--- src/rtl/dot_product_sequencer.sv ---
// Control FSM for one dot-product pass: clears the engine, streams ceil(NOE/NI)
// operand packages from row memory, then captures the engine result or times out.
//
// state   | meaning
// --------+-----------------------------------------------------------
// S_IDLE  | waiting for start; base address latched on acceptance
// S_CLEAR | one-cycle engine_clear pulse
// S_ISSUE | one read address per cycle, base+k for k = 0..NPKG-1
// S_WAIT  | waiting for engine_finish, bounded by TIMEOUT cycles
// S_DONE  | one-cycle done pulse, then back to S_IDLE
module dot_product_sequencer #(
   parameter int NOE     = 10,
   parameter int NI      = 8,
   parameter int ADDR_W  = 8,
   parameter int TIMEOUT = 64
) (
   input  logic              clk,
   input  logic              reset,
   input  logic              start,
   input  logic [ADDR_W-1:0] base_addr,
   output logic              busy,
   output logic              rd_en,
   output logic [ADDR_W-1:0] rd_addr,
   output logic              pkg_valid,
   output logic              pkg_last,
   output logic              engine_clear,
   input  logic              engine_finish,
   input  logic [31:0]       engine_result,
   output logic [31:0]       result,
   output logic              done,
   output logic              err
);

   localparam int NPKG = (NOE + NI - 1) / NI;
   localparam int KW   = $clog2(NPKG + 1);
   localparam int TW   = $clog2(TIMEOUT + 1);
   localparam logic [KW-1:0] K_LAST = KW'(NPKG - 1);
   localparam logic [TW-1:0] T_LAST = TW'(TIMEOUT - 1);

   typedef enum logic [2:0] {S_IDLE, S_CLEAR, S_ISSUE, S_WAIT, S_DONE} state_t;

   state_t              state_q, state_d;
   logic [ADDR_W-1:0]   base_q, base_d;
   logic [KW-1:0]       k_q, k_d;
   logic [TW-1:0]       tmo_q, tmo_d;
   logic [31:0]         result_q, result_d;
   logic                err_q, err_d;
   logic                busy_q, busy_d;
   logic                rd_en_q, rd_en_d;
   logic [ADDR_W-1:0]   rd_addr_q, rd_addr_d;
   logic                pkg_valid_q, pkg_valid_d;
   logic                pkg_last_q, pkg_last_d;
   logic                engine_clear_q, engine_clear_d;
   logic                done_q, done_d;

   always_comb begin
      state_d  = state_q;
      base_d   = base_q;
      k_d      = k_q;
      tmo_d    = tmo_q;
      result_d = result_q;
      err_d    = err_q;
      case (state_q)
         S_IDLE: begin
            if (start) begin
               base_d  = base_addr;
               err_d   = 1'b0;
               state_d = S_CLEAR;
            end
         end
         S_CLEAR: begin
            k_d     = '0;
            state_d = S_ISSUE;
         end
         S_ISSUE: begin
            if (k_q == K_LAST) begin
               tmo_d   = '0;
               state_d = S_WAIT;
            end else begin
               k_d = k_q + KW'(1);
            end
         end
         S_WAIT: begin
            // finish has priority over an expiring timeout in the same cycle
            if (engine_finish) begin
               result_d = engine_result;
               state_d  = S_DONE;
            end else if (tmo_q == T_LAST) begin
               err_d   = 1'b1;
               state_d = S_DONE;
            end else begin
               tmo_d = tmo_q + TW'(1);
            end
         end
         S_DONE:  state_d = S_IDLE;
         default: state_d = S_IDLE;
      endcase

      // outputs are registered, so they are derived from the next state
      busy_d         = (state_d != S_IDLE);
      engine_clear_d = (state_d == S_CLEAR);
      rd_en_d        = (state_d == S_ISSUE);
      rd_addr_d      = rd_en_d ? (base_d + ADDR_W'(k_d)) : rd_addr_q;
      pkg_valid_d    = rd_en_q;
      pkg_last_d     = rd_en_q && (k_q == K_LAST);
      done_d         = (state_d == S_DONE);
   end

   always_ff @(posedge clk) begin
      if (reset) begin
         state_q        <= S_IDLE;
         base_q         <= '0;
         k_q            <= '0;
         tmo_q          <= '0;
         result_q       <= '0;
         err_q          <= 1'b0;
         busy_q         <= 1'b0;
         rd_en_q        <= 1'b0;
         rd_addr_q      <= '0;
         pkg_valid_q    <= 1'b0;
         pkg_last_q     <= 1'b0;
         engine_clear_q <= 1'b0;
         done_q         <= 1'b0;
      end else begin
         state_q        <= state_d;
         base_q         <= base_d;
         k_q            <= k_d;
         tmo_q          <= tmo_d;
         result_q       <= result_d;
         err_q          <= err_d;
         busy_q         <= busy_d;
         rd_en_q        <= rd_en_d;
         rd_addr_q      <= rd_addr_d;
         pkg_valid_q    <= pkg_valid_d;
         pkg_last_q     <= pkg_last_d;
         engine_clear_q <= engine_clear_d;
         done_q         <= done_d;
      end
   end

   assign busy         = busy_q;
   assign rd_en        = rd_en_q;
   assign rd_addr      = rd_addr_q;
   assign pkg_valid    = pkg_valid_q;
   assign pkg_last     = pkg_last_q;
   assign engine_clear = engine_clear_q;
   assign done         = done_q;
   assign err          = err_q;
   assign result       = result_q;

endmodule

--- config.mk ---
export PLATFORM = sky130hd
export DESIGN_NAME = dot_product_sequencer
export DESIGN_NICKNAME = d
export VERILOG_FILES = /design/src/rtl/dot_product_sequencer.sv
export SDC_FILE = /design/constraint.sdc
export NUM_CORES = 1
export LEC_CHECK = 0
export ABC_AREA = 1
export CORE_ASPECT_RATIO = 0.9
export CORE_MARGIN = 3
export CORE_UTILIZATION = 49
export DETAILED_ROUTE_END_ITERATION = 6
export GPL_TIMING_DRIVEN = 1
export MAX_ROUTING_LAYER = met4
export PLACE_DENSITY_LB_ADDON = 0.1
export SYNTH_ARGS = -nofsm -noshare
export SYNTH_HDL_FRONTEND = slang
export SYNTH_SLANG_ARGS = --single-unit
--- constraint.sdc ---
create_clock -name clk -period 5.25 [get_ports clk]
set_clock_uncertainty 0.1 [all_clocks]
set_input_delay 1.575 -clock clk [delete_from_list [all_inputs] [get_ports clk]]
set_output_delay 1.575 -clock clk [all_outputs]
set_load 0.02 [all_outputs]
==> impl_metrics.tcl <==
set metrics [dict create \
    status "finished, final reports clean" \
    r2r_cells 7 \
    async_flop_share_pct 0 \
    drtIter0Drc 121 \
    fmax_ghz 0.2657 \
    ys_warn_count 0 \
    ys_ff_latch 67 \
    synth_ff_type "dfxtp_1" \
    grt_pass1_vias 2306 \
    via_count 2510 \
    regToRegStartpoint "state_q[0]" \
    synth_cell_type_count 35 \
    diodes 0 \
    min-delay-start "rd_en" \
    power.density_nw_per_um2 292.6 \
    drive_gt1_share_pct 9.471 \
    tightest_slew_ps 1042 \
    initial_core_util_pct 51.53 \
    grt_max_degree 35 \
    rows 25 \
    worstSetupStartpointType "input pin" \
    maxSlewHeadroom_pct 30.45 \
    clk_latency_ps 330 \
    grt_usage_pct 21.38 \
    reg2reg_slack_ps 2740 \
    met3_usage_pct 6.445 \
    drv_slew 0 \
    cts_inserted_buffers 9 \
    dieArea_um2 6527 \
    use_met1_pct 28.33 \
    area_growth_pct 40.32 \
    cts_setup_buffers 0 \
    cts_tree "yes" \
    whs_path_depth 2 \
    crit_type "input pin to flop" \
    avgViaCountPerCell 4.818 \
    ir_worst_vdd_v 0.0002259 \
    firstDrtPassIters 4 \
    clockRootBuffer "clkbuf_8" \
    hold_viol 0 \
    syn-cell-area_um2 2740 \
    hpwl_um 4607 \
    p_leak_nw 1.632 \
    met2_usage_pct 31.22 \
    cts_resized 0 \
    required_ps 5390 \
    syn_area_per_cell_um2 7.590 \
    p_sw_share_pct 27.33 \
    final_nets 497 \
    h-tree-depth 3 \
    synth_edf_count 0 \
    tns_ps 0 \
    antenna_found_initial 0 \
    pin_count 91 \
    clk_pin_slew_worst_paths_ps 70 \
    cp_max_fo 13 \
    port_buffers 90 \
    drc 0 \
    rsz0062_at_grt "no" \
    p_sw_w 0.0003075 \
    wl_per_cell_um 12.37 \
    hold_buffers 0 \
    finalSetupViolCount 0 \
    top_usage_layer "met2" \
    synth_fp_nets 409 \
    gp_congestion 0.8162 \
    syn_inst 361 \
    clk_path_buf_depth 2 \
    cts_sinks 67 \
    hold_slack_ps 349.6 \
    grt_pass1_wl_um 10830 \
    setup.worst_path.end_class "flop" \
    cp_data_arrival_time_ps 3900 \
    wirelength_um 6444 \
    gr-total-overflow 0 \
    post-route-period-util_pct 71.69 \
    nFillCells 448 \
    seq_power_share_pct 48.3 \
    hp-class "flop to flop" \
    cap_violations 0 \
    synth_seq_area_share_pct 48.95 \
    combPwrFrac_pct 16.7 \
    core-area_um2 5318 \
    pwr-share-clk_pct 34.9 \
    final.min_clock_period_ps 3764 \
    r2r_end "err" \
    p_int_w 0.0008176 \
    detail-route-antenna-nets 0 \
    dieHeight_um 76.95 \
    min_to "pkg_valid" \
    die-width_um 84.83 \
]
[sequential cells by signal (all words and copies together), names as in the netlist]
name and flops:
done 1, state_q 3, base_q 8, result 32, engine_clear 1, busy 1, pkg_last 1, tmo_q 7
rd_addr 8, pkg_valid 1, k_q 2, rd_en 1, err 1
[kinds of logic after synthesis]
| family | count (synthesis) | share of synthesized area (%) |
|---|---|---|
| XOR/XNOR | 2 | 0.6394 |
| AO/OA/AOI/OAI | 62 | 11.96 |
| buffers and inverters | 57 | 8.721 |
| AND/OR/NAND/NOR | 169 | 27.62 |
| adder cells (fa/ha/maj) | 4 | 2.101 |
| flip-flops | 67 | 48.95 |
[how the worst max path moves through the flow]
stage,start,slack [ps],end
finish,start,1490,rd_addr[7]
global route,start,1270,rd_addr[7]
CTS,start,1500,rd_addr[7]
detailed placement,start,1130,rd_addr[7]
global placement,start,1220,rd_addr[6]
floorplan,start,1740,rd_addr[7]
[cells in the final DEF (no fill, tap or decap), types with 2 or more instances in the layout]
| cell type | Yosys | routed |
|---|---|---|
| a21oi_1 | 16 | 16 |
| clkbuf_8 | 0 | 11 |
| clkdlybuf4s50_1 | 0 | 90 |
| clkinv_1 | 2 | 2 |
| clkinvlp_4 | 0 | 3 |
| dfxtp_1 | 67 | 67 |
| ha_1 | 3 | 3 |
| inv_1 | 37 | 37 |
| inv_2 | 3 | 3 |
| nand2_1 | 36 | 36 |
| nand2_2 | 4 | 4 |
| nand2_4 | 2 | 2 |
| nand3_1 | 11 | 11 |
| nand3_2 | 2 | 2 |
| nand4_1 | 2 | 2 |
| nor2_1 | 93 | 93 |
| nor2_2 | 3 | 3 |
| nor2_4 | 3 | 3 |
| nor3_1 | 5 | 5 |
| o21ai_0 | 33 | 33 |
| o21ai_1 | 7 | 7 |
| o21ai_2 | 3 | 3 |
| or2_1 | 2 | 2 |
| or2_2 | 3 | 3 |
[synth_stat cells, types with 2 or more instances]
cell type	instances	area share, %
o21ai_2	3	0.96
nor3_1	5	0.91
clkbuf_1	5	0.69
buf_6	2	0.82
a21oi_1	16	2.9
nor2_1	93	13
nand2_2	4	0.91
dfxtp_1	67	49
nand2_1	36	4.9
nor2_2	3	0.69
or2_2	3	0.69
ha_1	3	1.4
nand2_4	2	0.82
o21ai_0	33	6.0
clkinv_1	2	0.27
nor2_4	3	1.2
nand4_1	2	0.46
nand3_1	11	2.0
buf_2	6	1.1
nand3_2	2	0.73
inv_2	3	0.41
or2_1	2	0.46
inv_1	37	5.1
o21ai_1	7	1.3
[layout make-up]
class,instances,area (um2),area share [%]
inverters,43,163.9,4.263
well taps,67,83.83,2.180
multi-input cells,237,1160,30.17
flip-flops and latches,67,1341,34.88
clock buffers,11,151.4,3.938
repair buffers,91,908.4,23.63
clock inverters,5,36.28,0.9437
[power by group through the flow]
| stage | logic (W) | registers (W) | clock network, W |
|---|---|---|---|
| floorplan | 0.0000898 | 0.000574 | 0 |
| global placement | 0.000186 | 0.000555 | 0 |
| detailed placement | 0.000188 | 0.000555 | 0 |
| CTS | 0.000189 | 0.000544 | 0.000404 |
| global route | 0.000206 | 0.000547 | 0.000430 |
| finish | 0.000188 | 0.000544 | 0.000393 |
[through the flow]
step           utilization (%)  setup slack (ps)  power [W]  cells  instance area (um2)
2_1_floorplan                -              1739  0.0006637    361                 2740
3_3_place_gp             68.78              1216  0.0007411    505                 3657
3_5_place_dp             68.78              1133  0.0007429    505                 3657
4_1_cts                  72.31              1496   0.001137    521                 3845
5_1_grt                  72.31              1270   0.001183    521                 3845
6_report                 72.31              1486   0.001125    521                 3845
[critical path, cell delays in order]
cell,delay (ps)
clkdlybuf4s50_1,450
inv_1,50
nor2_4,130
nand2_4,140
or2_2,300
o21ai_0,190
inv_1,90
ha_1,280
a21o_1,120
nand3_2,110
nor2_2,180
nand2_1,70
nand2_1,60
nand3_1,60
nand2_1,60
inv_1,30
[layer usage]
metal  share of wire, %  vias up  wire length, um
met5                  0        -                0
met4               0.93        0               60
met3                6.9        4              444
met2                 43       79             2790
met1                 49     1113             3149
li1                   -     1314                -
Note: power is estimated with default switching activity, not from simulation.
